### src/rtl/sev_seg_scan.sv
// Two-digit seven-segment scan timer: synchronises the two switch nibbles and
// time-multiplexes the digit enables with a dark interval before each digit.
module sev_seg_scan #(
    parameter int REFRESH_CNT = 24000,
    parameter int BLANK_CNT   = 480,
    parameter int CNT_W       = $clog2(REFRESH_CNT) + 1
) (
    input  logic       clk,
    input  logic       reset,
    input  logic       enable,
    input  logic [3:0] onboard_sw,
    input  logic [3:0] bboard_sw,
    output logic       seg1sel,
    output logic       seg2sel,
    output logic [3:0] sw,
    output logic       frame_tick
);

    typedef enum logic [2:0] {
        IDLE   = 3'd0,
        BLANK1 = 3'd1,
        SHOW1  = 3'd2,
        BLANK2 = 3'd3,
        SHOW2  = 3'd4
    } state_t;

    localparam logic [CNT_W-1:0] REFRESH_LAST = CNT_W'(REFRESH_CNT - 1);
    localparam logic [CNT_W-1:0] BLANK_LAST   = CNT_W'(BLANK_CNT - 1);

    state_t           state_q, state_d;
    logic [CNT_W-1:0] cnt_q, cnt_d;
    logic [3:0]       onboard_s1_q, onboard_s2_q;
    logic [3:0]       bboard_s1_q, bboard_s2_q;
    logic [3:0]       sw_q, sw_d;
    logic             seg1sel_q, seg2sel_q, frame_tick_q;
    logic             frame_tick_d;
    logic [CNT_W-1:0] limit;
    logic             at_last;

    always_comb begin
        state_d      = state_q;
        cnt_d        = cnt_q;
        sw_d         = sw_q;
        frame_tick_d = 1'b0;
        limit        = (state_q == BLANK1 || state_q == BLANK2) ? BLANK_LAST : REFRESH_LAST;
        at_last      = (cnt_q == limit);

        // The nibble is captured throughout the dark interval so it is frozen while lit.
        if (state_q == BLANK1) begin
            sw_d = onboard_s2_q;
        end else if (state_q == BLANK2) begin
            sw_d = bboard_s2_q;
        end

        if (state_q == IDLE) begin
            if (enable) begin
                state_d = BLANK1;
                cnt_d   = '0;
            end
        end else if (!enable) begin
            state_d = IDLE;
            cnt_d   = '0;
        end else if (at_last) begin
            cnt_d = '0;
            case (state_q)
                BLANK1:  state_d = SHOW1;
                SHOW1:   state_d = BLANK2;
                BLANK2:  state_d = SHOW2;
                SHOW2: begin
                    state_d      = BLANK1;
                    frame_tick_d = 1'b1;
                end
                default: state_d = IDLE;
            endcase
        end else begin
            cnt_d = cnt_q + CNT_W'(1);
        end
    end

    // Digit enables are decoded from the next state so they are registered and glitch-free.
    always_ff @(posedge clk or negedge reset) begin
        if (!reset) begin
            state_q      <= BLANK1;
            cnt_q        <= '0;
            onboard_s1_q <= 4'h0;
            onboard_s2_q <= 4'h0;
            bboard_s1_q  <= 4'h0;
            bboard_s2_q  <= 4'h0;
            sw_q         <= 4'h0;
            seg1sel_q    <= 1'b0;
            seg2sel_q    <= 1'b0;
            frame_tick_q <= 1'b0;
        end else begin
            state_q      <= state_d;
            cnt_q        <= cnt_d;
            onboard_s1_q <= onboard_sw;
            onboard_s2_q <= onboard_s1_q;
            bboard_s1_q  <= bboard_sw;
            bboard_s2_q  <= bboard_s1_q;
            sw_q         <= sw_d;
            seg1sel_q    <= (state_d == SHOW1);
            seg2sel_q    <= (state_d == SHOW2);
            frame_tick_q <= frame_tick_d;
        end
    end

    assign seg1sel    = seg1sel_q;
    assign seg2sel    = seg2sel_q;
    assign sw         = sw_q;
    assign frame_tick = frame_tick_q;

endmodule

### config.mk
export PLATFORM = sky130hd
export DESIGN_NAME = sev_seg_scan
export DESIGN_NICKNAME = d
export VERILOG_FILES = /design/src/rtl/sev_seg_scan.sv
export SDC_FILE = /design/constraint.sdc
export NUM_CORES = 1
export LEC_CHECK = 0
export BUFFER_PORTS_ARGS = -buffer_cell sky130_fd_sc_hd__clkbuf_2
export CORE_MARGIN = 8
export CORE_UTILIZATION = 52
export DETAILED_ROUTE_END_ITERATION = 10
export PLACE_DENSITY = 0.75
export RECOVER_POWER = 25
export SLEW_MARGIN = 5
export SYNTH_ARGS = -nofsm -noshare
export SYNTH_HDL_FRONTEND = slang
export SYNTH_SLANG_ARGS = --single-unit
export TNS_END_PERCENT = 5
### constraint.sdc
create_clock -name clk -period 2.2 [get_ports clk]
set_input_delay 0.44 -clock clk [delete_from_list [all_inputs] [get_ports clk]]
set_output_delay 0.44 -clock clk [all_outputs]
set_load 0.02 [all_outputs]
==> results.md <==
- The library cell used most frequently in the layout, excluding fill and tap cells, is sky130_fd_sc_hd__dfrtp_1.
- The clock tree synthesis step divided the H-tree into 2 levels.
- The register-to-register setup slack is 2 ps.
- The number of nets handed over by synthesis was 184.
- Of the synthesized area, sequential elements account for 57.80%.
- The clock insertion delay at the later pin of the skew report is 350 ps.
- The post-detailed-routing wire length is 3877 um.
- The worst-case setup slack after placement is 5.732 ps.
- In this run the count of I/O pins placed on the die edge is 18.
- The final-report hold violation count is 0.
- Along the worst path, the maximum fanout reaches 6.
- The share of synthesized area in the top cell type comes to 56.36%.
- The largest single stage delay on the critical path is 510 ps.
- After layout, the design draws a total of 1381 uW.
- The top cell types in the final layout, fill and taps aside, are 41 x sky130_fd_sc_hd__dfrtp_1, 20 x sky130_fd_sc_hd__nand2_1, 16 x sky130_fd_sc_hd__clkbuf_2.
- The TritonCTS buffer count is 5.
- The worst setup path is launched from a register.
- Yosys mapped a number of flops with a built-in enable equal to 0.
- The synthesized area per cell is 10.58 um2.
- In the global route stage, overall resource usage came out at 16.13%.
- The Yosys step of the flow raised 0 warnings.
- The required time reported for the critical path endpoint is 2480 ps.
- The peak supply drop is 489.9 uV.
- Static timing analysis puts the maximum clock frequency at 454.9 MHz.
- The final weighted congestion of routability-driven global placement is 0.8901.
- Clock-pin slew was measured on the worst setup and hold paths at 120 ps.
- The critical path in this run is classified as reg -> reg.
- The HPWL after detailed placement is 2748 um.
- The post-synthesis instance area is 0.001820 mm2.
- For this run, the leading register cell type out of synthesis is sky130_fd_sc_hd__dfrtp_1.
- Among all stages on the critical path, the largest delay is contributed by sky130_fd_sc_hd__or4b_1.
- Input and output buffers added on the ports amount to 17.
- The leakage power summed over all cells is 0.0009093 uW.
- Of the cells placed in the final design, the portion with a size suffix greater than 1 is 25.25%.
- The internal power of the cells totals 1065 uW.
- The global-route wire length before repair is 6934 um.
- The run finished with clean final reports.
- Relative to the synthesized area, the layout overhead comes to 18.35%.
- For the final routed database, the setup TNS stands at 0 ps.
- The area of the die is 0.005651 mm2.
- Global routing finished with a remaining overflow of 0.
- The pin count of the biggest net entering global routing is 31.
- Among cell families on the critical path, the largest total delay comes from simple AND/OR/NAND/NOR gates.
- The clock net in this run drives a total of 42 sinks.
- Per report_power, the clock group accounts for 35.1% of the total.
- The unique cell type count in the Yosys netlist is 42.
- The maximum clock insertion buffer count is 2.
- For this block, the via count after detailed routing is 1426.
- At the pin with the least slew margin, the transition time is 687.5 ps.
- The net switching share of the total power is 22.92%.
- The critical path contains buffers and inverters numbering 0 combined.
- The setup slack of the critical path after layout is 1.952 ps.
- The count of final setup violators is 0.
- The logic gate share of total power is 6.1%.
- The cell taking the most area after synthesis is sky130_fd_sc_hd__dfrtp_1.
- After synthesis, the share of flip-flops with an asynchronous set or reset is 100.0%.
- The number of nets at the end of the flow is 213.
- The final routed DRC violation total is 0.
- The share of total power in sequential cells is 58.8%.
- In the synthesized netlist, the number of instances is 172.
- The initial utilization of the core area, before any placement, comes to 54.13%.
- The count of TritonRoute iterations in the first routing pass is 4.
- The shortest clock period the worst path allows after layout is 2198 ps.
- The number of synthesized register bits is 42.
- Walking the worst path, the cells encountered are or4b_1, or4_4, a21o_4, maj3_2, a211oi_2.
- The core region is 0.003363 mm2.
- Clock skew on the completed layout was measured at 8.478 ps.
- The TritonCTS clock tree is yes.
- The power dissipated by switching net loads is 316.5 uW.
- The via count of the first global-routing pass came to 1476.
- The repair_antennas step left the layout with diodes totalling 0.
- The final worst hold slack is 189.1 ps.
- After detailed placement, the total cell area comes to 0.002022 mm2.
- Row generation in the floorplan step produced 21 rows.
- The design area is 0.002155 mm2.
- Dividing the detail-routed wire length by the instance count gives 15.63 um.
- Setup repair after global routing could not meet its margin everywhere.
- The number of slew-limit violations in the final report is 0.
- The critical path data arrival time is 2470 ps.
- The worst setup path is captured at a register.
- The remaining antenna violation count is 0.
- The ratio of routed vias to standard cells is 5.750.
- The number of antenna violations at the first check in global routing was 0.
- The final critical-path share of the clock period is 99.91%.
- The max-capacitance violation count is 0.
- The worst slew margin relative to its limit is 53.78%.
- For this design the ratio of total power to cell area is 641.0 mW/mm2.
- Yosys attributes the largest share of cell area to sky130_fd_sc_hd__dfrtp_1 56%, sky130_fd_sc_hd__nand2_1 4.1%, sky130_fd_sc_hd__o21ai_0 3.8%.
- The tree is rooted in a sky130_fd_sc_hd__clkbuf_4.
- The vertical die dimension is 75.17 um.
- The worst hold-check path type is in -> reg.
- Measured along the x axis, the die boundary spans 75.17 um.
- The count of routing violations after the opening detailed-route iteration is 143.
==> registers in the layout (all words and copies together), names as in the netlist <==
| name | cells |
|---|---|
| seg1sel | 1 |
| seg2sel | 1 |
| onboard_s1_q | 4 |
| bboard_s2_q | 4 |
| cnt_q | 16 |
| frame_tick | 1 |
| sw | 4 |
| state_q | 3 |
| bboard_s1_q | 4 |
| onboard_s2_q | 4 |
==> area by class of cell <==
class / instances / area (um2)
Sequential cell: 42 / 1052
Tap cell: 46 / 57.56
Multi-Input combinational cell: 114 / 737.0
Clock buffer: 5 / 37.54
Clock inverter: 3 / 45.04
Fill cell: 290 / 1209
Timing Repair Buffer: 33 / 206.4
Inverter: 5 / 18.77
==> per-layer routing <==
layer | part of all wire, % | vias up | wire, um | global-route usage, %
li1 | - | 688 | - | -
met1 | 43 | 685 | 1662 | 19.61
met2 | 50 | 46 | 1954 | 26.49
met3 | 5.5 | 7 | 212 | 4.927
met4 | 1.2 | 0 | 48 | 5.330
met5 | 0 | - | 0 | 0
==> synthesized netlist by cell type, types with 2 or more instances <==
master / instances
sky130_fd_sc_hd__and3_1: 2
sky130_fd_sc_hd__a21oi_1: 5
sky130_fd_sc_hd__nor2b_1: 4
sky130_fd_sc_hd__inv_1: 5
sky130_fd_sc_hd__dfrtp_1: 41
sky130_fd_sc_hd__o311ai_0: 2
sky130_fd_sc_hd__nand3_1: 10
sky130_fd_sc_hd__nor2_1: 6
sky130_fd_sc_hd__nand4_1: 10
sky130_fd_sc_hd__o31ai_1: 2
sky130_fd_sc_hd__and4_1: 2
sky130_fd_sc_hd__nor3_1: 3
sky130_fd_sc_hd__nand2_1: 20
sky130_fd_sc_hd__a31oi_1: 4
sky130_fd_sc_hd__xor2_1: 3
sky130_fd_sc_hd__nor4_1: 2
sky130_fd_sc_hd__clkbuf_1: 9
sky130_fd_sc_hd__mux2i_1: 4
sky130_fd_sc_hd__o21ai_0: 14
sky130_fd_sc_hd__a32o_1: 2
==> final timing paths <==
check,startpoint,to,cells after the start
setup reg to reg,cnt_q[10],state_q[0],5
hold reg to reg,onboard_s1_q[3],onboard_s2_q[3],0
setup / recovery,cnt_q[10],state_q[0],5
hold / removal,bboard_sw[3],bboard_s1_q[3],1
max in group asynchronous,reset,state_q[0],3
min in group asynchronous,reset,cnt_q[5],2
==> power by group through the flow <==
stage                     Clock (uW)  Sequential [uW]  Combinational (uW)
final                            484              812                84.5
after global placement             0              825                80.1
after global routing             545              816                96.5
after detailed placement           0              827                82.9
after CTS                        508              813                84.8
after floorplan                    0              832                30.5
==> through the flow <==
| stage | util (%) | std cells |
|---|---|---|
| after floorplan | - | 172 |
| final | 64.06 | 248 |
| after global routing | 64.06 | 248 |
| after CTS | 63.10 | 248 |
| after detailed placement | 60.12 | 238 |
| after global placement | 60.12 | 238 |
==> what timing repair did <==
item,in CTS,in global routing
gates resized for setup,0,8
cloned,0,0
setup endpoints to repair,3,17
pin swaps,1,2
buffers inserted,1,0
hold buffers,1,0
hold endpoints to repair,12,0
==> kinds of logic (layout without fill, tap and decap cells) <==
kind of cell | after synthesis | after routing | share of synthesized area, %
multiplexers | 4 | 4 | 2.199
adder cells (fa/ha/maj) | 2 | 2 | 1.306
XOR/XNOR | 4 | 4 | 1.925
AO/OA/AOI/OAI | 38 | 38 | 13.88
flip-flops | 42 | 42 | 57.80
AND/OR/NAND/NOR | 66 | 66 | 18.97
buffers and inverters | 16 | 46 | 3.918
==> worst register-to-register path, delay by kind of cell (launching register included) <==
kind	cells	cell delay [ps]
simple gates	2	940
compound gates	2	460
fa+ha+maj	1	330
flops	1	400
Note: power is estimated with default switching activity, not from simulation.
